[src/rtl/load_unit.sv]
// load_unit -- MEM-stage data-memory load unit.
//
// Accepts one load at a time and issues a word-aligned read to data memory.
// After the memory handshake it extracts the addressed byte, halfword or word
// and sign- or zero-extends it into a registered result for the writeback
// mux. Misaligned loads, illegal funct3 values and timed-out loads are
// reported on load_fault.
//
// Handshake: in REQ, mem_req is high and mem_addr is stable. A response is
// taken in the first cycle that has mem_req=1 and mem_ready=1, unless flush is
// also high; in that case the response is dropped. No ready/valid back-pressure
// is applied to the memory side.
//
// Ports:
//   clk, reset             clock; asynchronous active-high reset
//   load_en, funct3, addr  load request from the MEM stage
//   flush                  abort any load (highest priority)
//   mem_req, mem_addr      read request to data memory (word aligned)
//   mem_ready, mem_rdata   memory response
//   load_stall             hold upstream stages and the MEM/WB register
//   load_data              extended load result
//   load_valid             one-cycle pulse: load_data is new
//   load_fault             one-cycle pulse: misaligned/illegal/timeout
//   state_dbg              current FSM state (debug)

module load_unit #(
    parameter int TIMEOUT_CYCLES = 16
) (
    input  logic        clk,
    input  logic        reset,
    input  logic        load_en,
    input  logic [2:0]  funct3,
    input  logic [31:0] addr,
    input  logic        flush,
    output logic        mem_req,
    output logic [31:0] mem_addr,
    input  logic        mem_ready,
    input  logic [31:0] mem_rdata,
    output logic        load_stall,
    output logic [31:0] load_data,
    output logic        load_valid,
    output logic        load_fault,
    output logic [1:0]  state_dbg
);

    localparam logic [1:0] S_IDLE = 2'd0;
    localparam logic [1:0] S_REQ  = 2'd1;
    localparam logic [1:0] S_DONE = 2'd2;

    localparam logic [2:0] F_LB  = 3'b000;
    localparam logic [2:0] F_LH  = 3'b001;
    localparam logic [2:0] F_LW  = 3'b010;
    localparam logic [2:0] F_LBU = 3'b100;
    localparam logic [2:0] F_LHU = 3'b101;

    // The last REQ cycle that may still accept mem_ready.
    localparam logic [7:0] CNT_LAST = 8'(TIMEOUT_CYCLES - 1);

    logic [1:0]  state_q,  state_d;
    logic [31:0] addr_q,   addr_d;
    logic [2:0]  funct3_q, funct3_d;
    logic [7:0]  cnt_q,    cnt_d;
    logic [31:0] data_q,   data_d;
    logic        valid_q,  valid_d;
    logic        fault_q,  fault_d;

    logic        legal;
    logic        aligned;
    logic        start_ok;
    logic        start_bad;
    logic        accepting;
    logic [7:0]  rd_byte;
    logic [15:0] rd_half;
    logic [31:0] ext_data;

    // Decode of the incoming request.
    always_comb begin
        legal   = 1'b0;
        aligned = 1'b1;
        case (funct3)
            F_LB, F_LBU: legal = 1'b1;
            F_LH, F_LHU: begin
                legal   = 1'b1;
                aligned = ~addr[0];
            end
            F_LW: begin
                legal   = 1'b1;
                aligned = (addr[1:0] == 2'b00);
            end
            default: legal = 1'b0;
        endcase
    end

    assign start_ok  = load_en & legal & aligned;
    assign start_bad = load_en & ~(legal & aligned);
    assign accepting = (state_q == S_IDLE) | (state_q == S_DONE);

    // Lane selection uses the captured offset, not the live address.
    always_comb begin
        case (addr_q[1:0])
            2'd0:    rd_byte = mem_rdata[7:0];
            2'd1:    rd_byte = mem_rdata[15:8];
            2'd2:    rd_byte = mem_rdata[23:16];
            default: rd_byte = mem_rdata[31:24];
        endcase
        rd_half = addr_q[1] ? mem_rdata[31:16] : mem_rdata[15:0];

        case (funct3_q)
            F_LB:    ext_data = {{24{rd_byte[7]}}, rd_byte};
            F_LBU:   ext_data = {24'd0, rd_byte};
            F_LH:    ext_data = {{16{rd_half[15]}}, rd_half};
            F_LHU:   ext_data = {16'd0, rd_half};
            default: ext_data = mem_rdata;
        endcase
    end

    always_comb begin
        state_d  = state_q;
        addr_d   = addr_q;
        funct3_d = funct3_q;
        cnt_d    = cnt_q;
        data_d   = data_q;
        valid_d  = 1'b0;
        fault_d  = 1'b0;

        if (flush) begin
            // Abort wins over everything, including a same-cycle response.
            state_d = S_IDLE;
            cnt_d   = 8'd0;
        end else begin
            case (state_q)
                S_IDLE, S_DONE: begin
                    if (start_ok) begin
                        addr_d   = addr;
                        funct3_d = funct3;
                        cnt_d    = 8'd0;
                        state_d  = S_REQ;
                    end else begin
                        state_d = S_IDLE;
                        fault_d = start_bad;
                    end
                end
                S_REQ: begin
                    if (mem_ready) begin
                        data_d  = ext_data;
                        valid_d = 1'b1;
                        state_d = S_DONE;
                    end else if (cnt_q == CNT_LAST) begin
                        fault_d = 1'b1;
                        state_d = S_IDLE;
                    end else begin
                        cnt_d = cnt_q + 8'd1;
                    end
                end
                default: state_d = S_IDLE;
            endcase
        end
    end

    always_ff @(posedge clk or posedge reset) begin
        if (reset) begin
            state_q  <= S_IDLE;
            addr_q   <= 32'd0;
            funct3_q <= 3'd0;
            cnt_q    <= 8'd0;
            data_q   <= 32'd0;
            valid_q  <= 1'b0;
            fault_q  <= 1'b0;
        end else begin
            state_q  <= state_d;
            addr_q   <= addr_d;
            funct3_q <= funct3_d;
            cnt_q    <= cnt_d;
            data_q   <= data_d;
            valid_q  <= valid_d;
            fault_q  <= fault_d;
        end
    end

    assign mem_req    = (state_q == S_REQ);
    assign mem_addr   = mem_req ? {addr_q[31:2], 2'b00} : 32'd0;
    // Low in DONE unless a new load is being accepted, so the pipeline
    // advances in the cycle that load_data is valid.
    assign load_stall = mem_req | (accepting & start_ok & ~flush);
    assign load_data  = data_q;
    assign load_valid = valid_q;
    assign load_fault = fault_q;
    assign state_dbg  = state_q;

endmodule

[config.mk]
export PLATFORM = sky130hd
export DESIGN_NAME = load_unit
export DESIGN_NICKNAME = d
export VERILOG_FILES = /design/src/rtl/load_unit.sv
export SDC_FILE = /design/constraint.sdc
export NUM_CORES = 1
export LEC_CHECK = 0
export CORE_MARGIN = 2
export CORE_UTILIZATION = 40
export DETAILED_ROUTE_END_ITERATION = 8
export PLACE_DENSITY = 0.78
export SLEW_MARGIN = 20
export SYNTH_ARGS = -nofsm -noshare
export SYNTH_HDL_FRONTEND = slang
export SYNTH_SLANG_ARGS = --single-unit
[constraint.sdc]
create_clock -name clk -period 2.6 [get_ports clk]
set_clock_uncertainty 0.1 [all_clocks]
set_input_delay 0.52 -clock clk [delete_from_list [all_inputs] [get_ports clk]]
set_output_delay 0.52 -clock clk [all_outputs]
set_load 0.05 [all_outputs]
* Yosys cells after proc, flatten, opt, wreduce, memory -nomap -nowiden *
Index checks and enable logic that the tools add are counted.
Widths: inputs -> output; s select.

cells by class
  add/subtract/negate cells = 1
  equal/unequal tests = 16
  muxes and demuxes = 24
  bitwise operators = 11
  reductions and logical operators = 12

operators with widths
  cell                 number
  $pmux 32 s4          1
  $mux 32              1
  $mux 8               4
  $pmux 8 s3           1
  $mux 16              1
  $pmux 8 s2           1
  $eq 3x3->1 const B   4
  $mux 1               9
  $ne 3x3->1 const B   3
  $add 8x1->8 const B  1
  $eq 8x4->1 const B   1
  $and 1x1->1          6
  $eq 3x1->1 const B   2
  $logic_not 2->1      3
  $logic_not 3->1      2
  $mux 2               3
  $reduce_and 3->1     2
  $reduce_or 5->1      1
  $eq 2x1->1 const B   2
  $eq 2x2->1 const B   2
  $ne 4x2->1 const B   1
  $pmux 1 s2           2
  $pmux 2 s2           1
  $reduce_and 4->1     1
  5 further kinds      9

word-level totals
  bits in registers = 79
  input port bits = 72
  output and inout bits = 70
  logic and storage cells = 71

* Longest topological paths before layout *
Gate-level depths: netlist of run 1.

  depth after elaboration = 9
  mapped depth = 7
  gate-level depth less buffers = 5

* Worst setup path after synthesis of run 1 *
Ideal clock, no wire load.

  path type = register -> output
  start = reg state_q[0] (netlist: state_dbg[0])
  end = out mem_addr[22]
  arrival time = 2,142 ps
  data required time = 1,980 ps
  path slack = -162 ps
  stages on the path, launching flop included = 5
  path buffers = 2
  cell sequence = dfrtp_1 > nor2b_1 > clkbuf_1 > clkbuf_1 > and2_1

between the ends
  longest elaborated chain between the ends = 2

RTL lines
  element                 line  RTL
  start, declared         59    logic [1:0] state_q, state_d;
  start signal, assigned  170   state_q <= state_d;
  $eq 2x1->1              180   assign mem_req = (state_q == S_REQ);
  named net mem_req       35    output logic mem_req,
  $mux 32                 181   assign mem_addr = mem_req ? {addr_q[31:2], 2'b00} : 32'd0;
  end, declared           36    output logic [31:0] mem_addr,

The timed path passes the listed nets, and every way through them passes these cells.

* Worst setup path in the final report of run 1 *
  start = in funct3[0]
  end = out load_stall

between the ends
  longest elaborated chain between the ends = 8
  elaborated cells between the ends (all ways) = 14
  classes of those cells = eq/ne (4); mux (2); bitwise (5); reduce/logical (3)

RTL lines
  element                                   line  RTL
  start, declared                           32    input logic [2:0] funct3,
  $eq 3x2->1, or another cell as far along  80    case (funct3)
  $reduce_or 5->1 (no source line)          -
  $mux 1                                    80
  $and 1x1->1                               94    assign start_ok = load_en & legal & aligned;
  $and 1x1->1 *                             94
  $and 1x1->1 * (2 in series)               184   assign load_stall = mem_req | (accepting & start_ok & ~flush);
  $or 1x1->1 *                              184
  end, declared                             39    output logic load_stall,

Mark *: on every way between the ends. The rest lies on a longest branch, timed or not.

==> flow_summary.yaml, run 1 <==
yosys:
  synth_edf_count: 0
  dominantRegCellSynth: "sky130_fd_sc_hd__dfrtp_1"
  asyncSetResetFlopFracSynth_pct: 100
  synth_cell_area_mm2: 0.00386
  synth_top_cell_by_area: "sky130_fd_sc_hd__dfrtp_1"
  synth-warning-count: 0
  netlist-cell-type-count: 44
  synthDominantCellAreaShare_pct: 51.1
  post_synth_inst_count: 375
  avgSynthCellArea_um2: 10.3
  yosys-top-cells-area: "sky130_fd_sc_hd__dfrtp_1, sky130_fd_sc_hd__mux2_1, sky130_fd_sc_hd__and2_1, sky130_fd_sc_hd__nand3_1, sky130_fd_sc_hd__nand2_1"
  synth-seq-area-share_pct: 51.1
  yosys_reg_bits: 79
cts:
  h_tree_levels: 3
  holdBufCountCts: 0
  cts_buffers: 9
  cts_tree: "yes"
  cts_max_path_buffers: 2
  ctsRootBufferMaster: "sky130_fd_sc_hd__clkbuf_8"
  cts_setup_buffers: 0
  clock_latency_ns: 0.34
  numClockSinks: 79
  path_clk_slew_ns: 0.08
floorplan:
  core-area_mm2: 0.00933
  die_width_um: 102
  die_h_um: 102
  io_pins: 142
  initial_core_util_pct: 41.4
  row_count: 35
  design.die.area_mm2: 0.0105
timing:
  timing.final.crit_share_pct: 96.5
  fmax_mhz: 399
  hold-worst-slack_ns: 0.381
  total_negative_slack_for_setup_checks_ns: 0
  unrepaired_setup_endpoints_after_global_routing: "no"
  worst-slew-pin-transition_ns: 0.645
  finalHoldViolations: 0
  maxSlewHeadroom_pct: 56.5
  period_minus_slack_ns: 2.51
  timing.final.setup_violations: 0
  slew_violations: 0
worst_setup_path:
  crit_path_cell_trace: "clkdlybuf4s50_1, a21oi_1, o21ai_2, nor2_4, or2_2, buf_12"
  worst-endpoint-arrival_ns: 1.89
  timing.critical_path.slowest_cell_delay_ns: 0.53
  cp_slowest_cell: "sky130_fd_sc_hd__clkdlybuf4s50_1"
  required_ns: 1.98
  crit_path_end_kind: "primary output"
  crit_type: "in2out"
  cp-start-kind: "primary input"
  timing.critical_path.fanout_max: 3
routing:
  routed_wirelength_um: 11000
  drt_iter0_drc: 276
  drt_pass1_iterations: 5
  detailroute.via_count: 3448
  drtAntennaViolNets: 0
  viasPerCell: 5.35
  routedWlPerCell_um: 17.0
  drc_errors: 0
power:
  vdd.ir_drop.worst_v: 0.000586
  static-leakage-power_nw: 2.60
  power.density_cell_area_mw_per_mm2: 815
layout:
  layout_overhead_on_the_synthesized_area_pct: 54.3
  mostFrequentLayoutCell: "sky130_fd_sc_hd__clkdlybuf4s50_1"
  most-common-layout-cells: "sky130_fd_sc_hd__clkdlybuf4s50_1, sky130_fd_sc_hd__dfrtp_1, sky130_fd_sc_hd__nand2_1"
  final_util_pct: 63.9
  antenna-diode-count: 0
  drive_above_1_share_pct: 15.3
  layout.cells.non_filler: 644
  num-nets-final: 585
  layout.cell_area.non_filler_mm2: 0.00596
min_path:
  hp-class: "reg2reg"
placement:
  numPlacedInstances: 630
  dp_hpwl_um: 8060
  buffer_ports.inserted: 139
  placement.cell_area_mm2: 0.00575
  gpl.final_weighted_congestion: 0.906
grt:
  grt_max_degree: 80
  number_of_antenna_violations_at_the_first_check_in_global_routing: 0
  via_count_of_the_first_global_routing_pass: 3425
  globalRoute.totalOverflow: 0
  global_route.usage.total_pct: 21.4
  grt_pass1_wl_um: 17300
job:
  max_cap_violations: 0
outcome:
  status: "finished clean"
## critical path, delay by kind of cell
kind / cells / cell delay [ns]
compound gates: 2 / 0.33
simple gates: 2 / 0.35
buf+inv: 2 / 0.69
## final cells by class
cell class	count	area (um^2)
clock buffer	9	124
clock inverter	5	75.1
fill	740	3370
inverter	4	18.8
multi-input combinational	265	1750
sequential	79	1980
tap	129	161
timing repair buffer	153	1850
## routing by layer
layer	track usage, %	part of all wire, %	vias to the layer above
met3	4.99	8.6	23
met5	0	0	-
met4	7.69	2.0	0
met2	32.6	45	198
met1	30.0	44	1642
li1	-	-	1585
## logic make-up after synthesis
| family | share of synthesized area (%) |
|---|---|
| AO/OA/AOI/OAI | 10.2 |
| adder cells (fa/ha/maj) | 0.324 |
| buffers and inverters | 3.88 |
| flip-flops | 51.1 |
| multiplexers | 13.5 |
| other | 0.0970 |
| AND/OR/NAND/NOR | 20.9 |
## flip-flops by register name (all words and copies together) (netlist names)
name,cells
load_valid,1
load_data,32
addr_q,32
cnt_q,8
load_fault,1
state_dbg,2
funct3_q,3
## stage by stage
step                power (mW)  setup slack (ns)
CTS                       4.88            0.0553
floorplan                 3.07             0.112
global placement          3.86           -0.0133
global route              5.09            0.0166
finish                    4.86            0.0914
detailed placement        3.92           -0.0823
## final timing paths
kind | from | to | slack [ns] | cells after the start
min in group asynchronous | reset | addr_q[14]$_DFFE_PP0P_ | 0.53 | 3
worst min-delay path | addr_q[18]$_DFFE_PP0P_ | addr_q[18]$_DFFE_PP0P_ | 0.38 | 1
worst max register to register | addr_q[1]$_DFFE_PP0P_ | load_data[22]$_DFFE_PP0P_ | 0.41 | 5
max in group asynchronous | reset | cnt_q[1]$_DFFE_PP0P_ | 1.54 | 3
worst max-delay path | funct3[0] | load_stall | 0.09 | 6
worst min register to register | addr_q[18]$_DFFE_PP0P_ | addr_q[18]$_DFFE_PP0P_ | 0.38 | 1
## cells in the mapped netlist, drive strengths merged, types with 2 or more instances
cell    number
a22oi        8
or4          2
mux2        41
inv          3
nand2       43
o211ai       2
nand3       40
mux2i        6
a21o         6
clkbuf      21
dfrtp       79
nor2        13
a21oi       13
nand2b       6
nor4b        2
a211o        3
and2        32
o311ai       2
a31oi        4
nor2b        5
and3         5
buf          7
o21ai       12
nor4         3
a41oi        2
## power breakdown
group,internal [mW],switching (mW)
logic,0.824,1.30
clock network,0.525,0.433
registers,1.56,0.216
total,2.91,1.95
## timing repair
action,CTS,global route
pin swaps,0,1
setup endpoints to repair,1,1
resized for setup,2,0
endpoints found under the hold margin,0,0
(Power assumes the default switching activity.)
==> run 2: changes to the inputs <==
Settings changed: GPL_TIMING_DRIVEN set to 0.
==> flow_summary.yaml, run 2 (synthesis results as in run 1) <==
layout:
  layout_overhead_on_the_synthesized_area_pct: 48.6
  drive_above_1_share_pct: 14.9
  most-common-layout-cells: "sky130_fd_sc_hd__clkdlybuf4s50_1, sky130_fd_sc_hd__dfrtp_1, sky130_fd_sc_hd__nand2_1"
  fillerInstances: 786
  num-nets-final: 604
  antenna-diode-count: 0
  mostFrequentLayoutCell: "sky130_fd_sc_hd__clkdlybuf4s50_1"
timing:
  period_minus_slack_ns: 2.55
  hold-worst-slack_ns: 0.382
  unrepaired_setup_endpoints_after_global_routing: "no"
  fin_ws_ns: 0.0474
  maxSlewHeadroom_pct: 56.3
  worst-slew-pin-transition_ns: 0.650
  fmax_mhz: 392
  timing.final.crit_share_pct: 98.2
  slew_violations: 0
  timing.final.setup_violations: 0
  finalHoldViolations: 0
cts:
  cts_buffers: 9
  numClockSinks: 79
  h_tree_levels: 3
  cts_max_path_buffers: 2
  clock_latency_ns: 0.34
  ctsRootBufferMaster: "sky130_fd_sc_hd__clkbuf_8"
  path_clk_slew_ns: 0.08
  cts_tree: "yes"
worst_setup_path:
  cp-start-kind: "primary input"
  crit_type: "in2out"
  required_ns: 1.98
  crit_path_end_kind: "primary output"
  worst-endpoint-arrival_ns: 1.93
  timing.critical_path.fanout_max: 10
placement:
  gpl.final_weighted_congestion: 0.884
  dp_hpwl_um: 8340
  buffer_ports.inserted: 139
  placement.setup.worst_slack_ns: -1.22
routing:
  drc_errors: 0
  drt_pass1_iterations: 4
  detailroute.via_count: 3439
  viasPerCell: 5.17
  routedWlPerCell_um: 16.0
  drtAntennaViolNets: 0
  drt_iter0_drc: 252
  routed_wirelength_um: 10600
power:
  static-leakage-power_nw: 2.53
  vdd.ir_drop.worst_v: 0.000529
  power.density_cell_area_mw_per_mm2: 820
outcome:
  status: "finished clean"
grt:
  via_count_of_the_first_global_routing_pass: 3424
  global_route.usage.met1_pct: 27.2
  grt_pass1_wl_um: 17000
  met2_usage_pct: 35.0
  global_route.usage.total_pct: 21.0
  grt_max_degree: 34
  grt_use_met3_pct: 6.98
  number_of_antenna_violations_at_the_first_check_in_global_routing: 0
  globalRoute.totalOverflow: 0
  grt_most_used_layer: "met2"
floorplan:
  die_width_um: 102
  io_pins: 142
  design.die.area_mm2: 0.0105
  initial_core_util_pct: 41.4
  row_count: 35
  core-area_mm2: 0.00933
  die_h_um: 102
job:
  max_cap_violations: 0
min_path:
  hp-class: "reg2reg"
==> run 2: changes by cell type in the layout (fill, tap and decap cells not counted), sizes merged, moves of 5 or more <==
| cell | previous run | this run |
|---|---|---|
| buf | 46 | 15 |
| clkdlybuf4s50 | 107 | 102 |
| dlymetal6s2s | 0 | 5 |
| clkbuf | 9 | 31 |
| clkdlybuf4s15 | 0 | 26 |
==> run 2: worst paths after layout <==
path | startpoint | endpoint | slack [ns] | cells past startpoint
worst max register to register | cnt_q[4]$_DFFE_PP0P_ | cnt_q[0]$_DFFE_PP0P_ | 0.44 | 5
worst max-delay path | load_en | load_stall | 0.05 | 7
worst min register to register | addr_q[23]$_DFFE_PP0P_ | addr_q[23]$_DFFE_PP0P_ | 0.38 | 1
worst min-delay path | addr_q[23]$_DFFE_PP0P_ | addr_q[23]$_DFFE_PP0P_ | 0.38 | 1
min in group asynchronous | reset | load_data[1]$_DFFE_PP0P_ | 0.42 | 2
max in group asynchronous | reset | funct3_q[1]$_DFFE_PP0P_ | 1.48 | 3
==> run 2: per-stage QoR <==
step | total power [mW] | std cells | util, % | setup TNS (ns) | area (um^2)
global route | 4.98 | 665 | 61.6 | 0 | 5740
detailed placement | 3.84 | 646 | 58.6 | -12.55 | 5470
global placement | 3.79 | 644 | 58.2 | -12.46 | 5430
finish | 4.71 | 665 | 61.6 | 0 | 5740
CTS | 4.76 | 664 | 61.5 | -0.114 | 5730
floorplan | 3.07 | 376 | - | 0 | 3870
==> run 2: what timing repair did <==
item / CTS / global route
pin swaps: 2 / 2
hold buffers: 0 / 0
hold endpoints to repair: 0 / 0
gates cloned: 0 / 0
setup endpoints to repair: 32 / 14
setup buffers: 2 / 1
gates resized for setup: 101 / 15
==> run 2: metal layers <==
layer,up-vias,part of all wire (%)
li1,1630,-
met2,171,47
met5,-,0
met1,1630,43
met4,0,0.54
met3,8,8.9
==> run 2: critical path, cell delays in order <==
cell                              delay [ns]
sky130_fd_sc_hd__clkdlybuf4s50_1        0.45
sky130_fd_sc_hd__nor2b_1                0.25
sky130_fd_sc_hd__o21ai_2                0.14
sky130_fd_sc_hd__nor2_4                 0.13
sky130_fd_sc_hd__buf_6                  0.16
sky130_fd_sc_hd__or2_2                  0.12
sky130_fd_sc_hd__buf_6                  0.15
==> run 2: final cells by class <==
| class | instances | area (um^2) | area share, % |
|---|---|---|---|
| Tap cell | 129 | 161 | 2.81 |
| Timing Repair Buffer | 144 | 1490 | 25.9 |
| Clock inverter | 6 | 67.6 | 1.18 |
| Buffer | 28 | 144 | 2.50 |
| Clock buffer | 10 | 128 | 2.22 |
| Multi-Input combinational cell | 265 | 1760 | 30.6 |
| Sequential cell | 79 | 1980 | 34.4 |
| Inverter | 4 | 18.8 | 0.327 |
==> run 2: power breakdown <==
| group | internal (mW) | switching (mW) | total (mW) | leakage [nW] |
|---|---|---|---|---|
| Clock | 0.449 | 0.454 | 0.903 | 0.0933 |
| Sequential | 1.56 | 0.181 | 1.74 | 0.981 |
| Combinational | 0.761 | 1.31 | 2.07 | 1.45 |
| Total | 2.77 | 1.94 | 4.71 | 2.53 |
